**config.mk**
```make
export PLATFORM = sky130hd
export DESIGN_NAME = cpu_phase_ctrl
export DESIGN_NICKNAME = d
export VERILOG_FILES = /design/src/rtl/cpu_phase_ctrl.sv
export SDC_FILE = /design/constraint.sdc
export NUM_CORES = 1
export LEC_CHECK = 0
export CAP_MARGIN = 15
export CELL_PAD_IN_SITES_DETAIL_PLACEMENT = 1
export CELL_PAD_IN_SITES_GLOBAL_PLACEMENT = 2
export CORE_MARGIN = 4
export CORE_UTILIZATION = 32
export CTS_BUF_LIST = sky130_fd_sc_hd__clkbuf_8
export DETAILED_ROUTE_END_ITERATION = 6
export PLACE_DENSITY = 0.88
export SLEW_MARGIN = 30
export SYNTH_ARGS = -nofsm -noshare
export SYNTH_HDL_FRONTEND = slang
export SYNTH_SLANG_ARGS = --single-unit
```
**constraint.sdc**
```tcl
create_clock -name clk -period 2.6 [get_ports clk]
set_clock_uncertainty 0.05 [all_clocks]
set_input_delay 0.52 -clock clk [delete_from_list [all_inputs] [get_ports clk]]
set_output_delay 0.52 -clock clk [all_outputs]
set_load 0.01 [all_outputs]
```
**src/rtl/cpu_phase_ctrl.sv**
```systemverilog
// cpu_phase_ctrl: handshake-aware, opcode-aware FETCH/DECODE/EXEC/WB sequencer
// for the teaching CPU. Stalls on mem_ready and aborts into HALT on a
// halt opcode or a memory wait timeout.
module cpu_phase_ctrl #(
    parameter int unsigned         OPC_W     = 4,
    parameter logic [OPC_W-1:0]    LOAD_OPC  = OPC_W'(4'h1),
    parameter logic [OPC_W-1:0]    STORE_OPC = OPC_W'(4'h2),
    parameter logic [OPC_W-1:0]    HALT_OPC  = OPC_W'(4'hF),
    parameter int unsigned         WAIT_MAX  = 8,
    parameter int unsigned         CNT_W     = 16
) (
    input  logic             clk,
    input  logic             rst,
    input  logic             run,
    input  logic [OPC_W-1:0] mem_opcode,
    input  logic             mem_ready,
    output logic             mem_req,
    output logic             mem_we,
    output logic             ir_load,
    output logic             alu_en,
    output logic             rf_we,
    output logic             pc_en,
    output logic [3:0]       phase,
    output logic             busy,
    output logic             halted,
    output logic             timeout_err,
    output logic [CNT_W-1:0] instr_count
);

    localparam int unsigned WC_W = (WAIT_MAX > 1) ? $clog2(WAIT_MAX) : 1;

    typedef enum logic [2:0] {
        S_IDLE,
        S_FETCH,
        S_DECODE,
        S_EXEC,
        S_WB,
        S_HALT
    } state_t;

    state_t            r_state;
    logic [OPC_W-1:0]  r_op;
    logic [WC_W-1:0]   r_wait;
    logic [CNT_W-1:0]  r_cnt;
    logic              r_timeout;
    logic              r_mem_req;
    logic              r_mem_we;
    logic              r_alu_en;
    logic              r_rf_we;
    logic              r_pc_en;
    logic [3:0]        r_phase;
    logic              r_busy;
    logic              r_halted;

    state_t            w_next;
    logic [3:0]        w_phase_next;
    logic              w_is_mem_op;
    logic              w_wait_expired;
    logic              w_enter_wait;

    // Latched opcode is a memory instruction (LOAD or STORE)
    assign w_is_mem_op    = (r_op == LOAD_OPC) || (r_op == STORE_OPC);
    // Last permitted wait cycle has elapsed with no acknowledge
    assign w_wait_expired = (r_wait == WC_W'(WAIT_MAX - 1)) && !mem_ready;
    // Entering a request phase restarts the wait timer
    assign w_enter_wait   = (w_next != r_state) &&
                            ((w_next == S_FETCH) || ((w_next == S_EXEC) && w_is_mem_op));

    // Next-state selection and one-hot phase of the next state
    always_comb begin
        w_next       = r_state;
        w_phase_next = 4'b0000;
        case (r_state)
            S_IDLE: begin
                if (run) w_next = S_FETCH;
            end
            S_FETCH: begin
                if (mem_ready)           w_next = S_DECODE;
                else if (w_wait_expired) w_next = S_HALT;
            end
            S_DECODE: begin
                w_next = (r_op == HALT_OPC) ? S_HALT : S_EXEC;
            end
            S_EXEC: begin
                if (!w_is_mem_op || mem_ready) w_next = S_WB;
                else if (w_wait_expired)       w_next = S_HALT;
            end
            S_WB: begin
                w_next = run ? S_FETCH : S_IDLE;
            end
            S_HALT: begin
                w_next = S_HALT;
            end
            default: begin
                w_next = S_IDLE;
            end
        endcase
        case (w_next)
            S_FETCH:  w_phase_next = 4'b0001;
            S_DECODE: w_phase_next = 4'b0010;
            S_EXEC:   w_phase_next = 4'b0100;
            S_WB:     w_phase_next = 4'b1000;
            default:  w_phase_next = 4'b0000;
        endcase
    end

    // State register, datapath-side registers and registered Moore strobes
    always_ff @(posedge clk) begin
        if (rst) begin
            r_state   <= S_IDLE;
            r_op      <= '0;
            r_wait    <= '0;
            r_cnt     <= '0;
            r_timeout <= 1'b0;
            r_mem_req <= 1'b0;
            r_mem_we  <= 1'b0;
            r_alu_en  <= 1'b0;
            r_rf_we   <= 1'b0;
            r_pc_en   <= 1'b0;
            r_phase   <= 4'b0000;
            r_busy    <= 1'b0;
            r_halted  <= 1'b0;
        end else begin
            r_state <= w_next;

            if (w_enter_wait) begin
                r_wait <= '0;
            end else if (r_mem_req && !mem_ready) begin
                r_wait <= r_wait + WC_W'(1);
            end

            if ((r_state == S_FETCH) && mem_ready) begin
                r_op <= mem_opcode;
            end

            if (r_mem_req && w_wait_expired) begin
                r_timeout <= 1'b1;
            end

            if (r_state == S_WB) begin
                r_cnt <= r_cnt + CNT_W'(1);
            end

            // r_op is stable whenever the next state is EXEC or WB
            r_mem_req <= (w_next == S_FETCH) || ((w_next == S_EXEC) && w_is_mem_op);
            r_mem_we  <= (w_next == S_EXEC) && (r_op == STORE_OPC);
            r_alu_en  <= (w_next == S_EXEC) && !w_is_mem_op;
            r_rf_we   <= (w_next == S_WB) && (r_op != STORE_OPC);
            r_pc_en   <= (w_next == S_WB);
            r_phase   <= w_phase_next;
            r_busy    <= (w_next != S_IDLE) && (w_next != S_HALT);
            r_halted  <= (w_next == S_HALT);
        end
    end

    // Instruction register load is a same-cycle response to the fetch acknowledge
    assign ir_load     = (r_state == S_FETCH) && mem_ready;

    assign mem_req     = r_mem_req;
    assign mem_we      = r_mem_we;
    assign alu_en      = r_alu_en;
    assign rf_we       = r_rf_we;
    assign pc_en       = r_pc_en;
    assign phase       = r_phase;
    assign busy        = r_busy;
    assign halted      = r_halted;
    assign timeout_err = r_timeout;
    assign instr_count = r_cnt;

endmodule

```
==> impl_metrics.csv <==
group,metric,value,unit
floorplanning,fp.dieH,80.6,um
detailed_routing,detail_route.iter0.violations,59,
placed_design,place_hpwl,2850,um
floorplanning,io_pins,37,
min_path,min_path_type,"reg -> reg",
final_layout,stdcell_area,2280,um^2
yosys,synthCells,171,
global_route,grt_pass1_wl,6800,um
placed_design,place_congestion,0.745,
clock_network,htreeDepth,2,
final_layout,fillers,593,
final_layout,synthToLayoutAreaGrowth,35.3,%
sta,hold-worst-slack,0.449,ns
global_route,antenna_found_initial,0,
critical_path,cp-end-kind,"output pin",
final_layout,drive_above_1_share,0.122,
detailed_routing,wl_per_cell,13.9,um
critical_path,cp.required,2.03,ns
placed_design,placedInstanceArea,2140,um^2
critical_path,critPathKind,"in -> out",
sta,period_needed,2.47,ns
final_layout,finalNonFillerCells,283,
sta,setup_viol,0,
yosys,ys_seq_area_frac,0.451,
global_route,grt_use_total,0.133,
sta,finalHoldViolCount,0,
final_layout,layout_common_cells,"dfxtp_1, clkdlybuf4s50_1, nor2_1",
clock_network,cts_tree,"yes",
floorplanning,num_rows,26,
placed_design,port_buffers,36,
final_layout,nNetsFinal,223,
floorplanning,start_util,0.330,
clock_network,clk_latency,0.29,ns
clock_network,hold_buffers,0,
final_layout,diodes,0,
power,leakagePower,0.829,nW
detailed_routing,dr_total_vias,1365,
detailed_routing,drc,0,
sta,fin_crit_sh,0.949,
power,powerDensity,604,nW/um^2
detailed_routing,ant_nets,0,
yosys,synth-compound-area-share,0.0949,
yosys,syn-cell-area,1690,um^2
floorplanning,fp.dieArea,6500,um^2
sta,fmax,0.405,GHz
detailed_routing,viasPerCell,4.82,
final_layout,final_util,0.447,
critical_path,rrSetupSlack,0.53,ns
critical_path,crit_arrival,1.90,ns
sta,slew_violations,0,
floorplanning,die_w,80.6,um
clock_network,clockBufferDepth,2,
run_status,status,"finished, final reports clean",
yosys,synth_cell_types,44,
clock_network,cts_buffers,5,
flow_run,cap_violations,0,
yosys,async_flop_share,0,
yosys,syn-num-nets,182,
power,ir_drop,0.257,mV
yosys,synth_ff_type,"dfxtp_1",
yosys,synth_edf_count,0,
placed_design,dpl.cell_count,275,
power,p_total,1.38,mW
yosys,synthMuxAreaShare,0.0415,
min_path,min_path_cells,2,
sta,tns,0,ns
clock_network,cts_root_buf,"clkbuf_8",
yosys,yosys.area_share.simple,0.269,
critical_path,ff2ff_path_depth,7,
floorplanning,core_area,5110,um^2
yosys,synth_xor_area_frac,0.0882,
detailed_routing,dr.pass1.iters,4,
sta,slew_headroom,0.571,
critical_path,crit_fanout,2,
sta,worst_pin_slew,0.638,ns
global_route,grt_pass1_vias,1386,
sta,rsz0062_at_grt,"no",
clock_network,clock_sinks,38,
yosys,synth_fa_ha_area_frac,0.0222,
yosys,syn-mean-instance-area,9.87,um^2
yosys,synth_top_family_by_area,"simple AND/OR/NAND/NOR gates",
global_route,globalRouteOverflowTotal,0,
critical_path,cp-start-kind,"input pin",
yosys,postSynthRegisterBits,38,
final_layout,final_common_cell,"dfxtp_1",
placed_design,place_ws,-0.0377,ns
sta,setup_slack,0.132,ns
detailed_routing,routed_wl,3940,um
clock_network,clkTransAtPathRegs,0.07,ns
global_route,grt_start_max_net_pins,34,
yosys,yosys_warnings,0,
metal layers:
metal | track usage | routed length, um
met1 | 0.176 | 1940
met2 | 0.212 | 1800
met3 | 0.0325 | 130
met4 | 0.0456 | 67
met5 | 0 | 0
critical path, stage by stage:
cell             delay [ns]
clkdlybuf4s50_1        0.50
nor4bb_2               0.28
clkdlybuf4s50_1        0.59
where the power goes:
part	internal [mW]	switching (mW)
logic	0.0810	0.0914
clock network	0.384	0.213
registers	0.599	0.0101
path summary, 6_finish.rpt:
check	from	end
min	timeout_err	timeout_err
max reg2reg	r_wait[0]	r_wait[0]
max	mem_ready	ir_load
min reg2reg	timeout_err	timeout_err
final cells by class:
type                    count  area, um^2  share of cell area
well taps                  70        87.6              0.0384
clock buffers               5        68.8              0.0301
multi-input cells         122         877               0.384
inverters                   2        7.51             0.00329
repair buffers             43         413               0.181
flip-flops and latches     38         761               0.333
clock inverters             3        68.8              0.0301
synth_stat cells (2+ instances only):
| cell type | n | area, um^2 |
|---|---|---|
| nor4_1 | 3 | 18.8 |
| nor2_1 | 30 | 113 |
| clkbuf_1 | 4 | 15.0 |
| mux2i_1 | 7 | 70.1 |
| nand3b_1 | 2 | 15.0 |
| nor4_2 | 2 | 25.0 |
| nand3_1 | 7 | 35.0 |
| nor3_1 | 8 | 40.0 |
| and3_1 | 4 | 25.0 |
| ha_1 | 3 | 37.5 |
| nand4_1 | 3 | 18.8 |
| and2_1 | 2 | 12.5 |
| xnor2_1 | 6 | 52.6 |
| dfxtp_1 | 38 | 761 |
| buf_2 | 3 | 15.0 |
| inv_1 | 2 | 7.51 |
| nand2_1 | 5 | 18.8 |
| o21ai_1 | 2 | 10.0 |
| a21oi_1 | 4 | 20.0 |
| nand2b_1 | 2 | 12.5 |
| xor2_1 | 11 | 96.3 |
flip-flops by register name (all words and copies together), names as in the netlist:
signal	flops
alu_en	1
busy	1
halted	1
instr_count	16
mem_req	1
mem_we	1
pc_en	1
phase	4
r_op	4
r_state	3
r_wait	3
rf_we	1
timeout_err	1
what timing repair did:
| item | 4_1_cts | 5_1_grt |
|---|---|---|
| setup endpoints to repair | 1 | 0 |
| resized for setup | 1 | 0 |
| buffers inserted | 0 | 0 |
logic make-up (layout without fill, tap and decap cells):
kind of cell | count (synthesis) | after routing
DFF | 38 | 38
and+or+nand+nor | 79 | 79
xor gates and xnor gates | 17 | 17
AOI/OAI and AO/OA | 16 | 16
muxes | 7 | 7
buffers and inverters | 11 | 53
adders and majority gates | 3 | 3
Power figures use the tool's default switching activity.
